[config.mk]
export PLATFORM = sky130hd
export DESIGN_NAME = morse_char_sequencer
export DESIGN_NICKNAME = d
export VERILOG_FILES = /design/src/rtl/morse_pkg.sv /design/src/rtl/morse_char_fifo.sv /design/src/rtl/morse_char_sequencer.sv
export SDC_FILE = /design/constraint.sdc
export NUM_CORES = 1
export LEC_CHECK = 0
export ABC_AREA = 1
export ABC_CLOCK_PERIOD_IN_PS = 2200
export CAP_MARGIN = 20
export CORE_MARGIN = 2
export CORE_UTILIZATION = 55
export CTS_CLUSTER_DIAMETER = 30
export CTS_CLUSTER_SIZE = 16
export DETAILED_ROUTE_END_ITERATION = 10
export GPL_TIMING_DRIVEN = 0
export PLACE_DENSITY = 0.8
export SLEW_MARGIN = 10
export SYNTH_ARGS = -nofsm -noshare
export SYNTH_HDL_FRONTEND = slang
export SYNTH_HIERARCHICAL = 1
export SYNTH_SLANG_ARGS = --single-unit
export TNS_END_PERCENT = 50
[constraint.sdc]
create_clock -name clk -period 2.2 [get_ports clk]
set_input_delay 0.44 -clock clk [delete_from_list [all_inputs] [get_ports clk]]
set_output_delay 0.44 -clock clk [all_outputs]
set_load 0.1 [all_outputs]
[src/rtl/morse_pkg.sv]
// morse_pkg: symbol codes, sequencer FSM states and, with MORSE_ASCII_EN, the ITU decode table.
package morse_pkg;
    localparam logic [1:0] SYM_NONE = 2'b00;
    localparam logic [1:0] SYM_DOT  = 2'b01;
    localparam logic [1:0] SYM_DASH = 2'b10;
    localparam logic [1:0] SYM_GAP  = 2'b11;

    typedef enum logic [1:0] {IDLE, COLLECT, EMIT, DISCARD} state_t;

`ifdef MORSE_ASCII_EN
    // Key is {length, elements}; element i is bit i, 1 = dash.
    function automatic logic [7:0] morse_ascii(input logic [2:0] len, input logic [4:0] bits);
        case ({len, bits})
            {3'd2, 5'b00010}: return 8'h41;
            {3'd4, 5'b00001}: return 8'h42;
            {3'd4, 5'b00101}: return 8'h43;
            {3'd3, 5'b00001}: return 8'h44;
            {3'd1, 5'b00000}: return 8'h45;
            {3'd4, 5'b00100}: return 8'h46;
            {3'd3, 5'b00011}: return 8'h47;
            {3'd4, 5'b00000}: return 8'h48;
            {3'd2, 5'b00000}: return 8'h49;
            {3'd4, 5'b01110}: return 8'h4A;
            {3'd3, 5'b00101}: return 8'h4B;
            {3'd4, 5'b00010}: return 8'h4C;
            {3'd2, 5'b00011}: return 8'h4D;
            {3'd2, 5'b00001}: return 8'h4E;
            {3'd3, 5'b00111}: return 8'h4F;
            {3'd4, 5'b00110}: return 8'h50;
            {3'd4, 5'b01011}: return 8'h51;
            {3'd3, 5'b00010}: return 8'h52;
            {3'd3, 5'b00000}: return 8'h53;
            {3'd1, 5'b00001}: return 8'h54;
            {3'd3, 5'b00100}: return 8'h55;
            {3'd4, 5'b01000}: return 8'h56;
            {3'd3, 5'b00110}: return 8'h57;
            {3'd4, 5'b01001}: return 8'h58;
            {3'd4, 5'b01101}: return 8'h59;
            {3'd4, 5'b00011}: return 8'h5A;
            {3'd5, 5'b11111}: return 8'h30;
            {3'd5, 5'b11110}: return 8'h31;
            {3'd5, 5'b11100}: return 8'h32;
            {3'd5, 5'b11000}: return 8'h33;
            {3'd5, 5'b10000}: return 8'h34;
            {3'd5, 5'b00000}: return 8'h35;
            {3'd5, 5'b00001}: return 8'h36;
            {3'd5, 5'b00011}: return 8'h37;
            {3'd5, 5'b00111}: return 8'h38;
            {3'd5, 5'b01111}: return 8'h39;
            default:          return 8'h3F;
        endcase
    endfunction
`endif
endpackage

[src/rtl/morse_char_fifo.sv]
// morse_char_fifo: synchronous FIFO; a push into a full FIFO is accepted when a pop happens in the same cycle.
module morse_char_fifo #(
    parameter int WIDTH = 8,
    parameter int DEPTH = 4
) (
    input  logic             clk,
    input  logic             rst,
    input  logic             push,
    input  logic [WIDTH-1:0] wdata,
    input  logic             ready,
    output logic             valid,
    output logic [WIDTH-1:0] rdata,
    output logic             full
);
    localparam int AW = $clog2(DEPTH);

    logic [WIDTH-1:0] mem [DEPTH];
    logic [AW:0] wr, rd;
    logic pop, wen;

    // Pointers carry one extra wrap bit to tell full from empty.
    assign valid = wr != rd;
    assign full = wr == {~rd[AW], rd[AW-1:0]};
    assign pop = valid && ready;
    assign wen = push && (!full || pop);
    assign rdata = valid ? mem[rd[AW-1:0]] : '0;

    always_ff @(posedge clk or negedge rst) begin
        if (!rst) begin
            wr <= '0;
            rd <= '0;
        end else begin
            if (wen) wr <= wr + 1'b1;
            if (pop) rd <= rd + 1'b1;
        end
    end

    always_ff @(posedge clk)
        if (wen) mem[wr[AW-1:0]] <= wdata;
endmodule

[src/rtl/morse_char_sequencer.sv]
// morse_char_sequencer: paces the symbol detector and assembles dot/dash symbols into queued characters.
// Defining MORSE_ASCII_EN adds the ascii_o decode of the head entry.
module morse_char_sequencer
    import morse_pkg::*;
#(
    parameter int CLK_DIV       = 50000,
    parameter int MAX_ELEM      = 5,
    parameter int FIFO_DEPTH    = 4,
    parameter int TIMEOUT_TICKS = 16
) (
    input  logic                clk,
    input  logic                rst,
    input  logic                enable,
    input  logic [1:0]          sym_i,
    output logic                sample_tick_o,
    output logic                char_valid_o,
    input  logic                char_ready_i,
    output logic [2:0]          char_len_o,
    output logic [MAX_ELEM-1:0] char_bits_o,
    output logic                long_err_o,
    output logic                overflow_o
`ifdef MORSE_ASCII_EN
    ,
    output logic [7:0]          ascii_o
`endif
);
    localparam int CW = $clog2(CLK_DIV);
    localparam int TW = $clog2(TIMEOUT_TICKS + 1);
    localparam logic [CW-1:0] DIV_END = CW'(CLK_DIV - 1);
    localparam logic [2:0] MAX_LEN = 3'(MAX_ELEM);
    localparam logic [TW-1:0] TMO = TW'(TIMEOUT_TICKS);

    state_t state, state_d;
    logic [CW-1:0] cnt;
    logic [2:0] len, len_d;
    logic [MAX_ELEM-1:0] bits, bits_d;
    logic [TW-1:0] tmo, tmo_d;
    logic [MAX_ELEM+2:0] head;
    logic tick, is_el, is_dash, push, full;

    assign tick = enable && cnt == DIV_END;
    assign sample_tick_o = tick;
    assign is_el = sym_i == SYM_DOT || sym_i == SYM_DASH;
    assign is_dash = sym_i == SYM_DASH;

    always_ff @(posedge clk or negedge rst)
        if (!rst) cnt <= '0;
        else cnt <= (!enable || tick) ? '0 : cnt + 1'b1;

    always_comb begin
        state_d = state;
        len_d = len;
        bits_d = bits;
        tmo_d = tmo;
        push = 1'b0;
        case (state)
            IDLE: if (tick && is_el) begin
                state_d = COLLECT;
                len_d = 3'd1;
                bits_d = MAX_ELEM'(is_dash);
                tmo_d = '0;
            end
            COLLECT: if (tick) begin
                if (is_el && len < MAX_LEN) begin
                    len_d = len + 3'd1;
                    bits_d = bits | (MAX_ELEM'(is_dash) << len);
                    tmo_d = '0;
                end else if (is_el) begin
                    state_d = DISCARD;
                    tmo_d = '0;
                end else if (sym_i == SYM_GAP) begin
                    state_d = EMIT;
                end else begin
                    tmo_d = tmo + 1'b1;
                    if (tmo_d == TMO) state_d = EMIT;
                end
            end
            EMIT: begin
                push = 1'b1;
                state_d = IDLE;
            end
            DISCARD: if (tick) begin
                if (sym_i == SYM_GAP) begin
                    state_d = IDLE;
                end else if (sym_i == SYM_NONE) begin
                    tmo_d = tmo + 1'b1;
                    if (tmo_d == TMO) state_d = IDLE;
                end
            end
            default: state_d = IDLE;
        endcase
        // Dropping enable abandons whatever character is in flight.
        if (!enable) begin
            state_d = IDLE;
            push = 1'b0;
        end
    end

    always_ff @(posedge clk or negedge rst) begin
        if (!rst) begin
            state <= IDLE;
            len <= '0;
            bits <= '0;
            tmo <= '0;
            long_err_o <= 1'b0;
            overflow_o <= 1'b0;
        end else begin
            state <= state_d;
            len <= len_d;
            bits <= bits_d;
            tmo <= tmo_d;
            long_err_o <= state_d == DISCARD && state != DISCARD;
            if (push && full && !(char_valid_o && char_ready_i)) overflow_o <= 1'b1;
        end
    end

    morse_char_fifo #(.WIDTH(MAX_ELEM + 3), .DEPTH(FIFO_DEPTH)) u_fifo (
        .clk   (clk),
        .rst   (rst),
        .push  (push),
        .wdata ({len, bits}),
        .ready (char_ready_i),
        .valid (char_valid_o),
        .rdata (head),
        .full  (full)
    );

    assign {char_len_o, char_bits_o} = head;

`ifdef MORSE_ASCII_EN
    assign ascii_o = char_valid_o ? morse_ascii(char_len_o, 5'(char_bits_o)) : 8'h00;
`endif
endmodule

Word level (Yosys, flattened, before mapping)
Memory sizes are Yosys's and may differ from the RTL's.
Cells that the tools add are included.
W data, S select, Z words.
- RAM bits: 32
- memories: 1
- output and inout port bits: 12
- logic and storage cells: 93
- input bits: 6
- register bits: 39
- add/sub/neg operators: 5
- $lt $le $gt $ge: 1
- multiplexer cells: 35
- equality and inequality tests: 19
- reductions and logical operators: 20
- bitwise gates (word level): 2
- shifts and indexed selects: 1
- memory list (name ; words ; width ; rd ports ; clocked after Yosys merged registers in ; wr ports ; RTL line ; RTL):
    u_fifo.mem ; 4 ; 8 ; 1 ; 0 ; 1 ; morse_char_fifo.sv:17 ; logic [WIDTH-1:0] mem [DEPTH];
- operator list (kind ; count):
    $mux W5 ; 11
    $mux W2 ; 11
    $add A16 B1 Y16 const B ; 1
    $eq A16 B16 Y1 const B ; 1
    $mux W16 ; 1
    $pmux W5 S3 ; 1
    $ne A2 B2 Y1 const B ; 7
    $eq A2 B2 Y1 const B ; 5
    $pmux W5 S2 ; 1
    $add A3 B1 Y3 const B ; 3
    $mux W3 ; 3
    $logic_and A1 B1 Y1 ; 8
    $mux W8 ; 1
    $pmux W2 S4 ; 1
    $reduce_and A7 Y1 ; 1
    $pmux W3 S2 ; 1
    $add A5 B1 Y5 const B ; 1
    $eq A5 B5 Y1 const B ; 1
    $or A5 B5 Y5 ; 1
    $shl A1 B3 Y5 ; 1
    $eq A2 B1 Y1 const B ; 2
    $logic_not A2 Y1 ; 2
    $mux W1 ; 4
    $ne A4 B4 Y1 const B ; 1
    9 further kinds ; 13

Logic depth before layout (Yosys ltp)
- word-level depth: 11
- gate-level depth with buffers: 13
- mapped depth without buffers: 12

Cells and area by module
The synthesis kept the hierarchy.
- by module, submodules not included (module ; area each (um^2) ; times used ; cells an instance ; seq. area each (um^2)):
    morse_char_sequencer ; 1974.4 ; 1 ; 260 ; 825.8
    morse_char_fifo ; 1762.9 ; 1 ; 161 ; 1111.1

Least setup slack after synthesis
No wires, ideal clock.
- path kind: reg2out
- start: register u_fifo.rd[0]
- end: output char_bits_o[0]
- arrival time: 1.708 ns
- path buffers: 2
- cell stages (with the launch flop): 9
- path slack: 0.052 ns
- cell sequence: dfrtp_1 buf_6 inv_4 nand2_1 nand2_2 nand3_4 buf_6 nand2_1 inv_1
- longest elaborated chain between the ends: 2
- elaborated cells between the ends (all ways): 3
- ends and longest elaborated chain (what ; RTL line ; RTL):
    start: declaration ; morse_char_fifo.sv:18 ; logic [AW:0] wr, rd;
    start signal: assignment ; morse_char_fifo.sv:34 ; if (pop) rd <= rd + 1'b1;
    $ne A3 B3 Y1 ; morse_char_fifo.sv:22 ; assign valid = wr != rd;
    via char_valid_o ; morse_char_sequencer.sv:16 ; output logic char_valid_o,
    $mux W8 ; morse_char_fifo.sv:26 ; assign rdata = valid ? mem[rd[AW-1:0]] : '0;
    end: declaration ; morse_char_sequencer.sv:19 ; output logic [MAX_ELEM-1:0] char_bits_o,
The timed path passes the listed nets, and every way through them passes these cells.

Final worst setup path
- start: input enable
- end: memory u_fifo.mem[0][3] (enable)
- longest elaborated chain between the ends: 4
- ends and longest elaborated chain (what ; RTL line ; RTL):
    start: declaration ; morse_char_sequencer.sv:13 ; input logic enable,
    $mux W1 ; morse_char_sequencer.sv:93 ; if (!enable) begin
    via push ; morse_char_sequencer.sv:39 ; logic tick, is_el, is_dash, push, full;
    $logic_and A1 B1 Y1 ; morse_char_fifo.sv:25 ; assign wen = push && (!full || pop);
    $mux W1 ; morse_char_fifo.sv:39 ; if (wen) mem[wr[AW-1:0]] <= wdata;
    $mux W1 (not written as such) ; morse_char_fifo.sv:39 ;
    end: declaration ; morse_char_fifo.sv:17 ;
The timed path passes the listed nets, and every way through them passes these cells.

==> flow_summary.ini <==
[sta]
setup_viol = 24
skew_ns = 0.0115
fmax_mhz = 440
setup_tns_ns = -1.28
slew_headroom_pct = 36.1
hold_violations = 0
finalMaxSlewViolations = 0
period_minus_slack_ns = 2.27
worst_pin_slew_ns = 0.963
finalCritPeriodShare_pct = 103
final.setup.worst_slack_ns = -0.0724
rsz0062_at_grt = yes

[critical_path]
worstPathArrival_ns = 2.25
end_kind = register
worstSetupPathType = in2reg
required_ns = 2.18
crit_fanout = 8
cp-start-kind = primary input

[grt]
gr-usage-all-layers_pct = 20.9
grt_pass1_vias = 2689
grt-ovfl-total = 0
grt_max_degree = 32
antenna_found_initial = 0
grt_pass1_wl_um = 12000

[placed_design]
portBuffers = 17
gpl.final_weighted_congestion = 0.901
hpwl_um = 4860
place_ws_ns = -0.764

[logic_synthesis]
yosys.area_share.simple_pct = 26.7
synth-adder-area-share_pct = 4.02
synth_seq_cells = 71
synth_top_area_share_pct = 26.1
ys_top_cells_by_area = dfrtp_1 26%, edfxtp_1 26%, nand2_1 9.3%
synth_area_leader_cell = dfrtp_1
synth_top_family_by_area = simple AND/OR/NAND/NOR gates
synth_cell_types = 34
synthesis.nets = 439
syn_area_sq_um = 3740
syn_avg_cell_area_sq_um = 8.88
synth_compound_area_share_pct = 8.30
postSynthCellCount = 421
synth_mux_area_share_pct = 0
ys_warn_count = 6
post_synth_xor_area_fraction_pct = 1.91
yosysSeqAreaShare_pct = 51.8

[clock_tree]
cts_buffer_depth = 2
worstSkewPairLatency_ns = 0.35
cts_tree = done
htree_levels = 3
cts.clk_slew.worst_paths_ns = 0.09
cts.sinks = 71
root_buffer = clkbuf_8
cts_buffers = 9

[worst_hold_path]
hold_class = in2async

[detailed_routing]
wire_per_inst_um = 13.0
drt_iter0_markers = 138
drc = 0
vias = 2809
wl_um = 6970
ant_nets = 0
drtPass1Iterations = 4
via_per_inst = 5.23

[job]
drv_cap = 0

[cells_and_area]
post-route-util_pct = 65.4
diodes = 0
ff_latch_area_sq_um = 1940
multi_input_area_sq_um = 1540
drive_gt1_share_pct = 17.7
fillers = 546
area_growth_pct = 16.9
layout.nets = 470

[status]
violations = setup timing
outcome = finished, violations left

[power]
power_frac_comb_pct = 2.7
switching_share_pct = 22.9
pwr-share-clk_pct = 42.1
peakVddDrop_mv = 0.334
internal_power_mw = 1.95
p_leak_nw = 1.91
p_sw_uw = 579
p_seq_share_pct = 55.1
power_density_nw_per_um2 = 578

[floorplanning]
initial_core_util_pct = 55.9
dieArea_sq_um = 7470
core_region_area_sq_um = 6680
ios = 18
die_height_um = 86.4
rows = 30
die_w_um = 86.4
[through the flow]
stage | hold slack [ns] | power [mW] | instance area, sq um | instances
2_1_floorplan | 0.144 | 1.45 | 3740 | 421
3_3_place_gp | 0.448 | 1.48 | 4010 | 518
3_5_place_dp | 0.316 | 1.49 | 4020 | 519
4_1_cts | 0.459 | 2.55 | 4280 | 537
5_1_grt | 0.472 | 2.63 | 4370 | 537
6_report | 0.468 | 2.53 | 4370 | 537
[placed cells by master (no fill, tap or decap), drive strengths merged]
cell type / n
clkinvlp: 1
dlygate4sd3: 1
dfrtp: 39
clkinv: 4
nand3: 21
nor3b: 4
inv: 52
a31o: 1
a21oi: 4
dlygate4sd2: 2
o21ai: 46
or2: 3
nor2: 70
a31oi: 1
buf: 21
nand4: 6
nor3: 10
clkdlybuf4s50: 4
xor2: 4
bufinv: 1
nor4: 4
o21a: 2
ha: 12
clkbuf: 10
edfxtp: 32
xnor2: 2
nand2: 100
[flip-flops by register name (all words and copies together) (netlist names)]
name and count:
bits 5, tmo 5, len 3, u_fifo/rd 3
overflow_o 1, u_fifo/mem 32, long_err_o 1, cnt 16
state 2, u_fifo/wr 3
[per-layer routing]
metal / share of wire [%] / GRT usage, % / vias up
met4: 1.6 / 7.95 / 0
met3: 3.8 / 4.57 / 10
met2: 51 / 35.5 / 48
met5: 0 / 0 / -
met1: 44 / 26.2 / 1317
li1: - / - / 1434
[synth_stat cells]
master     n
nor2_1    66
nand2_4    3
o21ai_0   37
nand3_4    2
edfxtp_1  32
o21a_1     2
nand3_2    2
ha_1      12
nand3_1   17
buf_2      3
clkinv_2   1
nand2_2    4
xnor2_4    1
buf_6      5
inv_4      1
or2_2      3
o21ai_2    8
a31o_2     1
inv_2      2
clkbuf_2   1
nor2_2     4
nor3_1    10
nand4_4    1
dfrtp_1   39
a31oi_1    1
o21ai_1    1
nor3b_1    4
inv_1     47
nand4_1    5
xnor2_1    1
nor4_1     4
nand2_1   93
a21oi_1    4
xor2_1     4
[cell type report]
type	count	share of cell area, %
Clock buffer	9	2.84
Tap cell	80	2.29
Timing Repair Buffer	20	6.47
Multi-Input combinational cell	290	35.3
Buffer	9	2.38
Sequential cell	71	44.3
Inverter	51	4.52
Clock inverter	7	1.83
[final timing paths]
kind / slack [ns] / to / cells after the start / start
hold / removal: 0.47 / bits[0] / 2 / rst
setup / recovery: -0.07 / u_fifo/mem[0][3] / 5 / enable
max in group asynchronous: 1.28 / u_fifo/rd[0] / 3 / rst
hold reg to reg: 0.47 / cnt[0] / 1 / cnt[0]
min in group clk: 0.47 / cnt[0] / 1 / cnt[0]
setup reg to reg: 0.10 / u_fifo/mem[0][3] / 4 / state[1]
[cell families (layout without fill, tap and decap cells)]
kind of cell / count (synthesis) / count (layout)
xor gates and xnor gates: 6 / 6
DFF: 71 / 71
adders and majority gates: 12 / 12
and+or+nand+nor: 218 / 218
AOI/OAI and AO/OA: 54 / 54
buffers and inverters: 60 / 96
[power by group through the flow]
stage	sequential (mW)	clock [mW]	combinational, mW
3_5_place_dp	1.42	0	0.0691
3_3_place_gp	1.42	0	0.0631
4_1_cts	1.39	1.09	0.0707
2_1_floorplan	1.42	0	0.0311
5_1_grt	1.39	1.15	0.0810
6_report	1.39	1.06	0.0691
[critical path, stage by stage]
cell	delay, ns
clkdlybuf4s50_1	0.55
inv_1	0.12
nor3_2	0.40
nand2_4	0.13
nor2_1	0.61
[repair_timing]
item,in CTS,in global routing
hold endpoints to repair,8,0
setup endpoints to repair,44,42
hold buffers,1,0
setup buffers,1,0
pin swaps,2,3
gates resized for setup,80,29
Note: power is estimated with default switching activity, not from simulation.
